===== config.mk =====
export PLATFORM = sky130hd
export DESIGN_NAME = cr16_ctrl_fsm_ls_flat
export DESIGN_NICKNAME = d
export VERILOG_FILES = /design/src/rtl/cr16_ctrl_fsm_ls_if.sv /design/src/rtl/cr16_ctrl_fsm_ls.sv /design/src/flat_wrapper.sv
export SDC_FILE = /design/constraint.sdc
export NUM_CORES = 1
export LEC_CHECK = 0
export CAP_MARGIN = 20
export CORE_ASPECT_RATIO = 1.75
export CORE_UTILIZATION = 50
export CTS_BUF_LIST = sky130_fd_sc_hd__clkbuf_4
export DETAILED_ROUTE_END_ITERATION = 8
export DONT_BUFFER_PORTS = 1
export HOLD_SLACK_MARGIN = 0.05
export SETUP_SLACK_MARGIN = 0.1
export SLEW_MARGIN = 15
export SYNTH_ARGS = -nofsm -noshare
export SYNTH_HDL_FRONTEND = slang
export SYNTH_SLANG_ARGS = --single-unit

===== constraint.sdc =====
create_clock -name clk -period 1.99 [get_ports clk]
set_input_delay 0.199 -clock clk [delete_from_list [all_inputs] [get_ports clk]]
set_output_delay 0.199 -clock clk [all_outputs]
set_load 0.02 [all_outputs]

===== src/rtl/cr16_ctrl_fsm_ls_if.sv =====
// rtl/cr16_ctrl_fsm_ls_if.sv - unified-memory handshake between the control FSM and memory
interface cr16_ctrl_fsm_ls_if;
  logic [15:0] instr;
  logic        mem_ready;
  logic        mem_re;
  logic        mem_we;
  logic        addr_sel;

  modport master (
    input  instr,
    input  mem_ready,
    output mem_re,
    output mem_we,
    output addr_sel
  );

  modport slave (
    output instr,
    output mem_ready,
    input  mem_re,
    input  mem_we,
    input  addr_sel
  );
endinterface


===== src/rtl/cr16_ctrl_fsm_ls.sv =====
// rtl/cr16_ctrl_fsm_ls.sv - multi-cycle CR16-subset control FSM with IR, LOAD/STOR, Bcond/Jcond, retire limit
// Optional macro CTRL_WAIT_TIMEOUT_EN bounds memory waits and raises a sticky err.
module cr16_ctrl_fsm_ls #(
  parameter int REG_CNT    = 16,
  parameter int MAX_INSTRS = 0,
  parameter int CNT_W      = 16,
  parameter int TIMEOUT    = 255
) (
  input  logic                  clk,
  input  logic                  reset,
  cr16_ctrl_fsm_ls_if.master    mem,
  input  logic [4:0]            flags,
  output logic                  pc_en,
  output logic                  pc_ld,
  output logic                  pc_sel,
  output logic                  wb_sel,
  output logic                  reg_we,
  output logic [REG_CNT-1:0]    reg_en,
  output logic                  imm_en,
  output logic [3:0]            op,
  output logic [3:0]            rdest,
  output logic [3:0]            rsrc,
  output logic [7:0]            imm8,
  output logic                  halted,
  output logic                  err,
  output logic [CNT_W-1:0]      instr_count
);

  if (REG_CNT < 2 || REG_CNT > 16) begin : g_bad_reg_cnt
    $error("REG_CNT must be in 2..16");
  end
  if (TIMEOUT < 1) begin : g_bad_timeout
    $error("TIMEOUT must be at least 1");
  end

  typedef enum logic [2:0] {
    S_FETCH, S_DECODE, S_EXEC, S_MEM_RD, S_MEM_WB, S_MEM_WR, S_BRANCH, S_HALT
  } state_t;

  state_t          state, state_next;
  logic [15:0]     ir;
  logic [CNT_W-1:0] cnt_inc;
  logic            is_rtype, is_load, is_stor, is_jcond, is_bcond;
  logic            alu_writes, taken, retire, halt_hit, timeout_hit;
  logic            mem_re_c, mem_we_c, addr_sel_c;
  logic            f_c, f_l, f_f, f_z, f_n;

  assign is_rtype = (ir[15:12] == 4'h0);
  assign is_load  = (ir[15:12] == 4'h4) && (ir[7:4] == 4'h0);
  assign is_stor  = (ir[15:12] == 4'h4) && (ir[7:4] == 4'h4);
  assign is_jcond = (ir[15:12] == 4'h4) && (ir[7:4] == 4'hC);
  assign is_bcond = (ir[15:12] == 4'hC);

  assign op         = is_rtype ? ir[7:4] : ir[15:12];
  assign imm_en     = !(is_rtype || is_load || is_stor || is_jcond || is_bcond);
  assign rdest      = ir[11:8];
  assign rsrc       = ir[3:0];
  assign imm8       = ir[7:0];
  // CMP only updates flags and NOP does nothing, so neither writes back
  assign alu_writes = (op != 4'hB) && (op != 4'h0);

  assign {f_c, f_l, f_f, f_z, f_n} = flags;

  always_comb begin
    taken = 1'b0;
    case (ir[11:8])
      4'h0: taken = f_z;
      4'h1: taken = !f_z;
      4'h2: taken = f_c;
      4'h3: taken = !f_c;
      4'h4: taken = f_l;
      4'h5: taken = !f_l;
      4'h6: taken = f_n;
      4'h7: taken = !f_n;
      4'h8: taken = f_f;
      4'h9: taken = !f_f;
      4'hA: taken = !f_l && !f_z;
      4'hB: taken = f_l || f_z;
      4'hC: taken = !f_n && !f_z;
      4'hD: taken = f_n || f_z;
      4'hE: taken = 1'b1;
      default: taken = 1'b0;
    endcase
  end

  assign retire   = pc_en || pc_ld;
  assign cnt_inc  = instr_count + 1'b1;
  assign halt_hit = (MAX_INSTRS != 0) && (cnt_inc == CNT_W'(MAX_INSTRS));

`ifdef CTRL_WAIT_TIMEOUT_EN
  localparam int WAIT_W = ($clog2(TIMEOUT + 1) > 8) ? $clog2(TIMEOUT + 1) : 8;
  logic [WAIT_W-1:0] wait_cnt;
  logic              err_q;
  logic              stalled;

  assign stalled     = ((state == S_FETCH) || (state == S_MEM_RD) || (state == S_MEM_WR)) && !mem.mem_ready;
  assign timeout_hit = stalled && (wait_cnt == WAIT_W'(TIMEOUT - 1));
  assign err         = err_q;

  // A stalled state never changes except on timeout, so clearing on !stalled covers every exit
  always_ff @(posedge clk or negedge reset) begin
    if (!reset) begin
      wait_cnt <= '0;
      err_q    <= 1'b0;
    end else begin
      wait_cnt <= stalled ? wait_cnt + 1'b1 : '0;
      if (timeout_hit) err_q <= 1'b1;
    end
  end
`else
  assign timeout_hit = 1'b0;
  assign err         = 1'b0;
`endif

  always_ff @(posedge clk or negedge reset) begin
    if (!reset) begin
      state       <= S_FETCH;
      ir          <= '0;
      instr_count <= '0;
    end else begin
      state <= state_next;
      if (state == S_FETCH && mem.mem_ready) ir <= mem.instr;
      if (retire) instr_count <= cnt_inc;
    end
  end

  always_comb begin
    state_next = state;
    case (state)
      S_FETCH:  if (mem.mem_ready) state_next = S_DECODE;
      S_DECODE: begin
        if (is_load)                    state_next = S_MEM_RD;
        else if (is_stor)               state_next = S_MEM_WR;
        else if (is_jcond || is_bcond)  state_next = S_BRANCH;
        else                            state_next = S_EXEC;
      end
      S_EXEC:   state_next = S_FETCH;
      S_MEM_RD: if (mem.mem_ready) state_next = S_MEM_WB;
      S_MEM_WB: state_next = S_FETCH;
      S_MEM_WR: if (mem.mem_ready) state_next = S_FETCH;
      S_BRANCH: state_next = S_FETCH;
      S_HALT:   state_next = S_HALT;
      default:  state_next = S_FETCH;
    endcase
    if (retire && halt_hit) state_next = S_HALT;
    if (timeout_hit)        state_next = S_HALT;
  end

  always_comb begin
    pc_en      = 1'b0;
    pc_ld      = 1'b0;
    pc_sel     = 1'b0;
    wb_sel     = 1'b0;
    reg_we     = 1'b0;
    halted     = 1'b0;
    mem_re_c   = 1'b0;
    mem_we_c   = 1'b0;
    addr_sel_c = 1'b0;
    case (state)
      S_FETCH:  mem_re_c = 1'b1;
      S_EXEC: begin
        pc_en  = 1'b1;
        reg_we = alu_writes;
      end
      S_MEM_RD: begin
        addr_sel_c = 1'b1;
        mem_re_c   = 1'b1;
      end
      S_MEM_WB: begin
        wb_sel = 1'b1;
        reg_we = 1'b1;
        pc_en  = 1'b1;
      end
      S_MEM_WR: begin
        addr_sel_c = 1'b1;
        mem_we_c   = 1'b1;
        pc_en      = mem.mem_ready;
      end
      S_BRANCH: begin
        pc_ld  = taken;
        pc_en  = !taken;
        pc_sel = taken && is_jcond;
      end
      S_HALT:   halted = 1'b1;
      default:  ;
    endcase
  end

  assign reg_en       = reg_we ? (REG_CNT'(1) << rdest) : '0;
  assign mem.mem_re   = mem_re_c;
  assign mem.mem_we   = mem_we_c;
  assign mem.addr_sel = addr_sel_c;

endmodule

===== src/flat_wrapper.sv =====
// flat-port wrapper written by rule: the top's interface ports become plain ports
module cr16_ctrl_fsm_ls_flat 
#(
  parameter int REG_CNT    = 16,
  parameter int MAX_INSTRS = 0,
  parameter int CNT_W      = 16,
  parameter int TIMEOUT    = 255
)
  (clk, reset, flags, pc_en, pc_ld, pc_sel, wb_sel, reg_we, reg_en, imm_en, op, rdest, rsrc, imm8, halted, err, instr_count, mem_instr, mem_mem_ready, mem_mem_re, mem_mem_we, mem_addr_sel);
  cr16_ctrl_fsm_ls_if mem_i ();
  input  logic clk;
  input  logic reset;
  input  logic [4:0] flags;
  output logic pc_en;
  output logic pc_ld;
  output logic pc_sel;
  output logic wb_sel;
  output logic reg_we;
  output logic [REG_CNT-1:0] reg_en;
  output logic imm_en;
  output logic [3:0] op;
  output logic [3:0] rdest;
  output logic [3:0] rsrc;
  output logic [7:0] imm8;
  output logic halted;
  output logic err;
  output logic [CNT_W-1:0] instr_count;
  input wire logic [$bits(mem_i.instr)-1:0] mem_instr;
  input wire logic [$bits(mem_i.mem_ready)-1:0] mem_mem_ready;
  output wire logic [$bits(mem_i.mem_re)-1:0] mem_mem_re;
  output wire logic [$bits(mem_i.mem_we)-1:0] mem_mem_we;
  output wire logic [$bits(mem_i.addr_sel)-1:0] mem_addr_sel;
  assign mem_i.instr = mem_instr;
  assign mem_i.mem_ready = mem_mem_ready;
  assign mem_mem_re = mem_i.mem_re;
  assign mem_mem_we = mem_i.mem_we;
  assign mem_addr_sel = mem_i.addr_sel;
  cr16_ctrl_fsm_ls #(.REG_CNT(REG_CNT), .MAX_INSTRS(MAX_INSTRS), .CNT_W(CNT_W), .TIMEOUT(TIMEOUT)) u_core (.clk(clk), .reset(reset), .mem(mem_i), .flags(flags), .pc_en(pc_en), .pc_ld(pc_ld), .pc_sel(pc_sel), .wb_sel(wb_sel), .reg_we(reg_we), .reg_en(reg_en), .imm_en(imm_en), .op(op), .rdest(rdest), .rsrc(rsrc), .imm8(imm8), .halted(halted), .err(err), .instr_count(instr_count));
endmodule

==> out/qor.csv, run 1 <==
metric,value,unit
worst_ep_required_time,1.79,ns
first_iter_violations,43,
via_count,2114,
syn_area_per_cell,9.65,µm²
setup_viol,20,
hold_depth,3,
crit_path_start_kind,flop,
die_w,54.0,µm
maxSlewHeadroom,65.3,%
swShare,48.7,%
crit_family,compound AO/OA/AOI/OAI gates,
rr_startpoint,u_core.state[1]$_DFFE_PN0P_,
antennaDiodeCount,0,
cts_buffer_depth,2,
max_freq,0.419,GHz
worst_hold_startpoint,mem_mem_ready,
slew_violations,0,
r2r-end,u_core.instr_count[1]$_DFFE_PN0P_,
dr.pass1.iters,4,
area_growth,38.6,%
grt_pass1_wl,9890,µm
final_nets,332,
critPathMaxStageDelay,0.49,ns
crit_fanout,7,
clkLatencyLatePin,0.34,ns
grtUsageTotal,27.0,%
hpwl,4380,µm
grt_max_degree,36,
hp-class,in2reg,
numCtsBuffers,5,
crit_slowest_cell,dfrtp_2,
crit_type,reg2out,
synthCells,245,
die_h,93.0,µm
power.switching,2740,µW
post-route-period-util,120,%
critical_path.endpoint_type,output pin,
maxCapViolCount,0,
core,4480,µm²
drive_gt1_share,43.2,%
violations,negative setup slack,
htreeDepth,2,
path_buf_inv,1,
grt_setup_unrepaired,true,
crit_arrival,2.18,ns
rrSetupSlack,0.24,ns
synth.cell_area,2360,µm²
ys_seq_area_share,37.0,%
clockPowerShare,6.7,%
gp_congestion,0.888,
synth_cell_types,47,
cts_sinks,35,
internal-power,2890,µW
final_util,73.1,%
total_power,5630,µW
cp-startpoint,u_core.ir[9]$_DFFE_PN0P_,
worstRegToRegCells,6,
drc_errors,0,
power.density,1720,nW/µm²
die-area,5020,µm²
antenna_found_initial,0,
io_pins,87,
grt-ovfl-total,0,
ir_worst_vdd,1.20,mV
grt_pass1_vias,2201,
cts_tree,done,
start_util,52.7,%
port_buffers,0,
ys_warn_count,0,
hold_viol,0,
path_clk_slew,0.11,ns
clock-root-buffer,clkbuf_4,
wl,6360,µm
fin_worst_skew,0.0147,ns
fin_crit,2.38,ns
tightest_slew,0.518,ns
syn_nets,270,
wl_per_cell,17.7,µm
p_seq_share,25.5,%
synth-seq-cells,35,
crit_chain,or2_4 > o32a_1 > o211a_1 > a2111oi_4 > buf_4,
combPwrFrac,67.8,%
fin_ws,-0.394,ns
drtAntennaViolNets,0,
via_per_inst,5.89,
rows,32,
outcome,"complete, but fails checks",
p_leak,0.00134,µW
hold-path-endpoint,u_core.state[0]$_DFFE_PN0P_,
==> synthesized netlist by cell type (all sizes together) <==
master    n  area share, %
dfrtp    35             37
buf      27            8.4
a21oi    21            4.4
nand2    17            2.7
or4      16            5.1
xnor2    16            6.2
mux2     14            6.7
nor2     11            1.7
o21ai     9            1.9
nand2b    7            2.0
and3      6            1.6
inv       6           0.95
nand3     6            1.3
nand4     5            1.3
a2111oi   4            3.3
clkbuf    4           0.63
or2       4            1.1
a211oi    3           0.95
nor3      3            1.1
nor4b     3            1.1
o211ai    3           0.95
a21o      2           0.63
mux2i     2            1.4
nand4b    2           0.74
nor3b     2           0.63
o32a      2           0.85
or3       2           0.53
xor2      2           0.74
a2111o    1           0.48
a31o      1           0.37
and4      1           0.37
and4b     1           0.42
conb      1           0.16
ha        1           0.53
nand3b    1           0.32
o211a     1           0.42
o22ai     1           0.26
o311ai    1           0.37
or3b      1           0.37
==> logic make-up (layout without fill, tap and decap cells) <==
family / count (synthesis) / in the layout / share of synthesized area, %
simple gates: 88 / 88 / 22.3
mux: 16 / 16 / 8.04
fa+ha+maj: 1 / 1 / 0.529
flops: 35 / 35 / 37.0
buf+inv: 37 / 100 / 9.95
other cells: 1 / 1 / 0.159
xor+xnor: 18 / 18 / 6.98
compound gates: 49 / 49 / 15.0
==> placed cells by master, fill, tap and decap left out, drive strengths merged, types with 3 or more instances in the layout <==
cell,Yosys,final
nand2b,7,7
nor2,11,11
buf,27,68
xnor2,16,16
or4,16,16
a2111oi,4,4
o211ai,3,3
dlygate4sd3,0,18
inv,6,6
mux2,14,14
a21oi,21,21
nand3,6,6
nand4,5,5
nand2,17,17
dfrtp,35,35
a211oi,3,3
and3,6,6
or2,4,4
nor4b,3,3
o21ai,9,9
clkbuf,4,6
nor3,3,3
==> sequential cells by signal, indices dropped and copies added, names as in the netlist <==
| signal | count |
|---|---|
| u_core.instr_count | 16 |
| u_core.state | 3 |
| u_core.ir | 16 |
==> tightest hold or removal path, cell delays in order <==
cell,delay (ns)
nand2_1,0.03
o311ai_0,0.09
a21oi_1,0.07
==> repair_timing <==
action	4_1_cts	5_1_grt
resized for setup	40	8
setup buffers	12	3
cloned	1	0
pin swaps	11	7
endpoints found under the setup margin	20	27
hold endpoints to repair	52	0
hold buffers	19	0
==> power groups by stage <==
stage	Clock, µW	Sequential (µW)	Combinational [µW]
final	376	1440	3820
after global routing	409	1470	4080
after floorplan	0	1300	2290
after CTS	388	1410	3700
after detailed placement	0	1400	2940
after global placement	0	1380	2830
==> routing by layer <==
layer | share of wire (%) | routed length [µm] | vias up | track usage, %
li1 | - | - | 997 | -
met1 | 35 | 2240 | 1026 | 25.8
met2 | 57 | 3600 | 75 | 50.8
met3 | 4.8 | 306 | 16 | 4.72
met4 | 3.5 | 221 | 0 | 13.5
met5 | 0 | 0 | - | 0
==> metrics by stage <==
step	hold WS, ns	std cells	worst slack [ns]	TNS [ns]	instance area [µm²]
final	0.0736	359	-0.394	-5.29	3280
after global placement	-0.0957	315	-0.0844	-0.795	2640
after floorplan	-0.0966	245	0.0495	0	2400
after global routing	0.0820	359	-0.472	-6.82	3280
after CTS	0.0652	356	-0.317	-5.03	3220
after detailed placement	-0.0958	316	-0.112	-0.972	2640
==> worst max-delay path by stage <==
stage                      to  slack (ns)  cells past startpoint
global route           pc_sel       -0.47                      6
detailed placement  reg_en[2]       -0.11                      7
floorplan              pc_sel        0.05                      4
global placement    reg_en[5]       -0.08                      5
finish                 pc_sel       -0.39                      5
CTS                 reg_en[2]       -0.32                      6
==> cell type report <==
| class | instances | area (µm²) |
|---|---|---|
| multi-input cells | 173 | 1470 |
| fillers | 352 | 1210 |
| flip-flops and latches | 35 | 883 |
| repair buffers | 86 | 782 |
| well taps | 51 | 63.8 |
| clock buffers | 6 | 45.0 |
| inverters | 6 | 22.5 |
| clock inverters | 2 | 7.51 |
No activity file was read; power rests on OpenSTA's default activity.
==> run 2: changes to the inputs <==
--- a/config.mk
+++ b/config.mk
@@ -5,6 +5,7 @@
 export SDC_FILE = /design/constraint.sdc
 export NUM_CORES = 1
 export LEC_CHECK = 0
+export ABC_AREA = 1
 export CAP_MARGIN = 20
 export CORE_ASPECT_RATIO = 1.75
 export CORE_UTILIZATION = 50
@@ -12,6 +13,7 @@
 export DETAILED_ROUTE_END_ITERATION = 8
 export DONT_BUFFER_PORTS = 1
 export HOLD_SLACK_MARGIN = 0.05
+export PLACE_DENSITY = 0.68
 export SETUP_SLACK_MARGIN = 0.1
 export SLEW_MARGIN = 15
 export SYNTH_ARGS = -nofsm -noshare
==> constraint.sdc (replaced) <==
create_clock -name clk -period 2 [get_ports clk]
set_input_delay 0.2 -clock clk [delete_from_list [all_inputs] [get_ports clk]]
set_output_delay 0.2 -clock clk [all_outputs]
set_load 0.02 [all_outputs]
==> out/qor.csv, run 2 <==
metric,value,unit,change
wl,7070,µm,+11%
crit_type,reg2out,,
hp-class,in2reg,,
grt-ovfl-total,0,,unchanged
clock-root-buffer,clkbuf_4,,
die-area,5100,µm²,+1.5%
maxCapViolCount,0,,unchanged
antennaDiodeCount,0,,unchanged
grtUsageTotal,30.3,%,+3.4 points
hold_depth,4,,+1
drive_gt1_share,32.9,%,-10 points
place_area,2750,µm²,+4.1%
synth-seq-cells,35,,unchanged
ys_top_cells_by_count,"90 x nand2_1, 54 x nor2_1, 39 x inv_1",,
rrSetupSlack,0.08,ns,-0.16 ns
worst_ep_required_time,1.80,ns,about the same
drc_errors,0,,unchanged
cts_tree,done,,
cts_sinks,35,,unchanged
grt_pass1_wl,11300,µm,+14%
outcome,"complete, but fails checks",,
synth_cell_types,27,,-43%
path_clk_slew,0.11,ns,about the same
syn_area_per_cell,6.88,µm²,-29%
grt_pass1_vias,2585,,+17%
via_per_inst,5.54,,-5.9%
drtAntennaViolNets,0,,unchanged
synthCells,349,,+42%
slew_violations,0,,unchanged
synth_edf_count,0,,unchanged
hold_ws,0.286,ns,+0.212 ns
synth.cell_area,2400,µm²,+1.6%
start_util,51.5,%,-1.2 points
io_pins,87,,unchanged
cp_common_cell,buf_4,,
hold_viol,0,,unchanged
netlist.area_leader.share,36.5,%,-0.58 points
fin_worst_skew,0.00919,ns,-0.00555 ns
final_common_cell,nand2_1,,
max_freq,0.442,GHz,
fin_crit,2.26,ns,
dr.pass1.iters,4,,unchanged
top_regs,"u_core.instr_count x16, u_core.ir x16, u_core.state x3",,
first_iter_violations,67,,+56%
crit_arrival,2.06,ns,-0.12 ns
crit_slowest_cell,dfrtp_1,,
crit_fanout,9,,+2
antenna_found_initial,0,,unchanged
total_power,4530,µW,-20%
ys_warn_count,0,,unchanged
grt_max_degree,36,,unchanged
gp_congestion,0.823,,-7.3%
numCtsBuffers,5,,unchanged
htreeDepth,2,,unchanged
yosys_most_used_dff,dfrtp_1,,
r2r-end,u_core.instr_count[3]$_DFFE_PN0P_,,
synth_area_leaders,"dfrtp_1 36%, nand2_1 14%, nor2_1 8.4%",,
crit_path_start_kind,flop,,
die_h,93.7,µm,+0.77%
violations,negative setup slack,,
ys_seq_area_share,36.5,%,-0.58 points
syn_nets,374,,+39%
final_area,3380,µm²,+3.2%
yosys.area.top_type,dfrtp_1,,
path_buf_inv,3,,+2
core,4670,µm²,+4.0%
rr_startpoint,u_core.ir[8]$_DFFE_PN0P_,,
post-route-period-util,113,%,
rows,33,,+3.1%
hpwl,4650,µm,+6.0%
final_nets,440,,+33%
via_count,2594,,+23%
cts_buffer_depth,2,,unchanged
power.density,1340,nW/µm²,-22%
tightest_slew,0.504,ns,-0.0134 ns
area_growth,40.9,%,
hold-path-endpoint,u_core.ir[6]$_DFFE_PN0P_,,
wl_per_cell,15.1,µm,-15%
setup_viol,20,,unchanged
worstRegToRegCells,12,,+6
crit_chain,nor2_4 > nand3_4 > buf_4 > o21ai_2 > nor3_1 > nand2_1 > o21ai_4 > buf_12 > nor2_1 > buf_4,,
port_buffers,0,,unchanged
worst_hold_startpoint,mem_mem_ready,,
clkLatencyLatePin,0.35,ns,about the same
final_util,72.5,%,-0.56 points
maxSlewHeadroom,66.3,%,+0.92 points
crit_family,simple AND/OR/NAND/NOR gates,,
critical_path.endpoint_type,output pin,,
postSynth.asyncResetShare,100,%,unchanged
ir_worst_vdd,1.06,mV,-12%
fin_ws,-0.264,ns,+0.130 ns
critPathMaxStageDelay,0.42,ns,-0.07 ns
synth.most_common_cell,nand2_1,,
p_leak,0.00170,µW,+27%
mostFrequentLayoutCells,"86 x nand2_1, 51 x buf_4, 32 x inv_1, 32 x dfrtp_1, 31 x nor2_1",,
grt_setup_unrepaired,true,,
die_w,54.4,µm,+0.76%
-- run 2: cell types whose count changed after synthesis, sizes merged, moves of 7 or more --
cell / delta
inv: +40
mux2: -10
nand2: +73
nand2b: -7
nand3: +16
nand4: +15
nor2: +45
or4: -16
xnor2: -11
xor2: +7
-- run 2: worst max-delay path by stage --
stage,startpoint,depth (start not counted),endpoint,slack [ns]
after CTS,u_core.ir[13]$_DFFE_PN0P_,10,reg_en[2],-0.25
after global routing,u_core.ir[12]$_DFFE_PN0P_,11,reg_en[1],-0.38
final,u_core.ir[12]$_DFFE_PN0P_,10,reg_en[4],-0.26
after floorplan,u_core.ir[12]$_DFFE_PN0P_,9,reg_we,0.13
after global placement,u_core.instr_count[0]$_DFFE_PN0P_,10,u_core.instr_count[14]$_DFFE_PN0P_,0.04
after detailed placement,u_core.ir[9]$_DFFE_PN0P_,11,u_core.instr_count[15]$_DFFE_PN0P_,-0.02
-- run 2: layer usage --
| layer | routed length, µm | track usage (%) | up-vias |
|---|---|---|---|
| li1 | - | - | 1231 |
| met4 | 265 | 17.1 | 0 |
| met2 | 3980 | 55.3 | 96 |
| met3 | 376 | 5.18 | 20 |
| met5 | 0 | 0 | - |
| met1 | 2460 | 29.8 | 1247 |
-- run 2: repair_timing --
item / CTS / global route
setup endpoints to repair: 37 / 37
resized for setup: 33 / 21
buffers inserted: 20 / 4
cloned: 2 / 0
pin swaps: 24 / 14
hold endpoints to repair: 54 / 0
hold buffers: 19 / 0
-- run 2: worst reg2reg max path: stages (launching register included) --
cell	delay (ns)
dfrtp_2	0.49
inv_4	0.07
nor2_4	0.20
nand2_2	0.08
nand4_1	0.12
buf_4	0.13
inv_2	0.03
nor2_2	0.10
nand3_2	0.15
buf_6	0.19
buf_6	0.11
nand4_1	0.08
nand2_1	0.07
-- run 2: final cells by class --
class	count	area (µm²)
Multi-Input combinational cell	244	1440
Fill cell	364	1280
Sequential cell	35	880
Timing Repair Buffer	83	761
Inverter	46	184
Tap cell	52	65.1
Clock buffer	5	37.5
Clock inverter	3	15.0
-- run 2: metrics by stage --
stage	setup TNS (ns)	setup slack, ns	std cells
floorplan	0	0.135	349
global placement	0	0.0401	416
detailed placement	-0.0473	-0.0159	416
CTS	-3.76	-0.251	465
global route	-7.03	-0.379	468
finish	-3.53	-0.264	468
-- run 2: cells by family after synthesis --
kind of cell / count (synthesis) / synth area share, %
other: 1 / 0.156
AO/OA/AOI/OAI: 28 / 6.72
multiplexers: 4 / 1.87
adder cells (fa/ha/maj): 1 / 0.521
flip-flops: 35 / 36.5
buffers and inverters: 71 / 14.0
XOR/XNOR: 14 / 5.10
AND/OR/NAND/NOR: 195 / 35.2
-- run 2: where the power goes --
group / switching [µW] / internal (µW) / total, µW
sequential: 367 / 929 / 1300
combinational: 1750 / 1100 / 2850
clock: 252 / 129 / 381
==> run 3: changes to the inputs <==
--- a/config.mk
+++ b/config.mk
@@ -7,11 +7,11 @@
 export LEC_CHECK = 0
 export ABC_AREA = 1
 export CAP_MARGIN = 20
-export CORE_ASPECT_RATIO = 1.75
 export CORE_UTILIZATION = 50
 export CTS_BUF_LIST = sky130_fd_sc_hd__clkbuf_4
 export DETAILED_ROUTE_END_ITERATION = 8
 export DONT_BUFFER_PORTS = 1
+export GPL_TIMING_DRIVEN = 0
 export HOLD_SLACK_MARGIN = 0.05
 export PLACE_DENSITY = 0.68
 export SETUP_SLACK_MARGIN = 0.1
==> out/qor.csv, run 3 (synthesized netlist as in run 2, its figures left out) <==
metric,value,unit,change
outcome,"complete, but fails checks",,
violations,"design-rule violations, negative setup slack",,
setup_viol,19,,-5.0%
crit_path_start_kind,flop,,
crit_chain,nor2_4 > nand3_4 > o21ai_4 > inv_1 > nor2_1 > nor3_1 > nand2_1 > o21ai_4 > nor2_1,,
wl_per_cell,14.5,µm,-4.0%
final_area,3540,µm²,+4.6%
wl,6730,µm,-4.8%
multi_input_area,1630,µm²,+13%
place_area,2590,µm²,-5.7%
port_buffers,0,,unchanged
maxSlewHeadroom,52.9,%,-13 points
fin_worst_skew,0.0108,ns,+0.00156 ns
drtAntennaViolNets,0,,unchanged
power.density,1380,nW/µm²,+3.0%
critical_path.endpoint_type,output pin,,
grt_pass1_wl,10000,µm,-11%
die_w,71.3,µm,+31%
regArea,887,µm²,+0.85%
first_iter_violations,91,,+36%
hpwl,4150,µm,-11%
dr.pass1.iters,6,,+2
drc_errors,7,,+7
critPathMaxStageDelay,0.43,ns,about the same
hp-class,in2reg,,
core,4470,µm²,-4.1%
fill_cells,297,,-18%
numCtsBuffers,5,,unchanged
io_pins,87,,unchanged
fin_ws,-0.312,ns,-0.0481 ns
via_count,2481,,-4.4%
area_growth,47.4,%,
met2_usage,41.5,%,-14 points
p_leak,0.00174,µW,+2.9%
crit_type,reg2out,,
path_clk_slew,0.11,ns,about the same
clock-root-buffer,clkbuf_4,,
crit_fanout,8,,-1
final_common_cell,nand2_1,,
top_regs,"u_core.instr_count x16, u_core.ir x16, u_core.state x3",,
grt_max_degree,36,,unchanged
die_h,71.3,µm,-24%
clkLatencyLatePin,0.34,ns,about the same
grtUsageTotal,25.1,%,-5.2 points
met3_usage,5.77,%,+0.59 points
path_buf_inv,1,,-2
antennaDiodeCount,0,,unchanged
grt_pass1_vias,2199,,-15%
tightest_slew,0.699,ns,+0.194 ns
top_usage_layer,met2,,
die-area,5090,µm²,-0.21%
cts_buffer_depth,2,,unchanged
via_per_inst,5.35,,-3.5%
crit_family,simple AND/OR/NAND/NOR gates,,
cts_tree,done,,
total_power,4880,µW,+7.7%
worst_ep_required_time,1.80,ns,about the same
mostFrequentLayoutCells,"63 x nand2_1, 47 x buf_4, 32 x inv_1",,
grt_setup_unrepaired,true,,
drive_gt1_share,41.0,%,+8.1 points
met1_usage,32.0,%,+2.2 points
antenna_found_initial,0,,unchanged
rows,24,,-27%
start_util,53.7,%,+2.2 points
hold_viol,0,,unchanged
final_util,79.1,%,+6.6 points
slew_violations,0,,unchanged
final_nets,436,,-0.91%
htreeDepth,2,,unchanged
ir_worst_vdd,0.880,mV,-17%
crit_arrival,2.11,ns,+0.05 ns
grt-ovfl-total,0,,unchanged
post-route-period-util,116,%,+2.4 points
fin_crit,2.31,ns,+0.0481 ns
maxCapViolCount,0,,unchanged
hold_ws,0.275,ns,-0.0109 ns
max_freq,0.432,GHz,-2.1%
cts_sinks,35,,unchanged
gp_congestion,0.863,,+4.8%
crit_slowest_cell,dfrtp_1,,
[run 3: cell types whose count changed in the layout (fill, tap and decap cells not counted), sizes merged]
cell,before,now
clkinvlp,2,1
inv,45,46
clkbuf,6,8
buf,64,59
nand3,23,22
[run 3: tightest hold or removal path, stage by stage]
cell     delay, ns
nand2_1       0.19
nor2_1        0.15
a21oi_1       0.05
[run 3: final timing paths]
kind	start	to	slack, ns	cells past startpoint
max	u_core.ir[12]$_DFFE_PN0P_	reg_en[15]	-0.31	9
min	mem_mem_ready	u_core.ir[8]$_DFFE_PN0P_	0.28	3
min reg2reg	u_core.ir[0]$_DFFE_PN0P_	u_core.ir[0]$_DFFE_PN0P_	0.55	1
min in group asynchronous	reset	u_core.ir[6]$_DFFE_PN0P_	0.31	2
max in group asynchronous	reset	u_core.ir[11]$_DFFE_PN0P_	1.49	2
max reg2reg	u_core.ir[8]$_DFFE_PN0P_	u_core.instr_count[15]$_DFFE_PN0P_	0.02	11
[run 3: through the flow]
| stage | setup WS, ns | setup TNS (ns) | instances |
|---|---|---|---|
| finish | -0.312 | -5.23 | 464 |
| global route | -0.443 | -8.02 | 464 |
| CTS | -0.378 | -6.48 | 439 |
| detailed placement | -0.167 | -2.08 | 401 |
| global placement | -0.173 | -1.50 | 401 |
| floorplan | 0.135 | 0 | 349 |
[run 3: cell type report]
class	instances	share of cell area, %
buffer	24	5.72
clock buffer	5	1.06
clock inverter	3	0.424
inverter	46	5.23
multi-input combinational	243	46.0
sequential	35	25.1
tap	52	1.84
timing repair buffer	56	14.6
[run 3: layer usage]
layer / share of wire [%] / up-vias
met5: 0 / -
met4: 1.9 / 0
met3: 6.5 / 11
met2: 51 / 86
met1: 41 / 1169
li1: - / 1215
[run 3: timing repair]
| action | 4_1_cts | 5_1_grt |
|---|---|---|
| hold buffers | 19 | 0 |
| endpoints found under the setup margin | 32 | 51 |
| buffers inserted | 11 | 25 |
| cloned | 0 | 1 |
| resized for setup | 52 | 70 |
| pin swaps | 11 | 22 |
| hold endpoints to repair | 54 | 0 |
[run 3: power by group]
group,switching (µW),internal [µW],total [µW]
logic,1930,1260,3190
clock network,249,129,378
registers,367,939,1310
total,2550,2330,4880
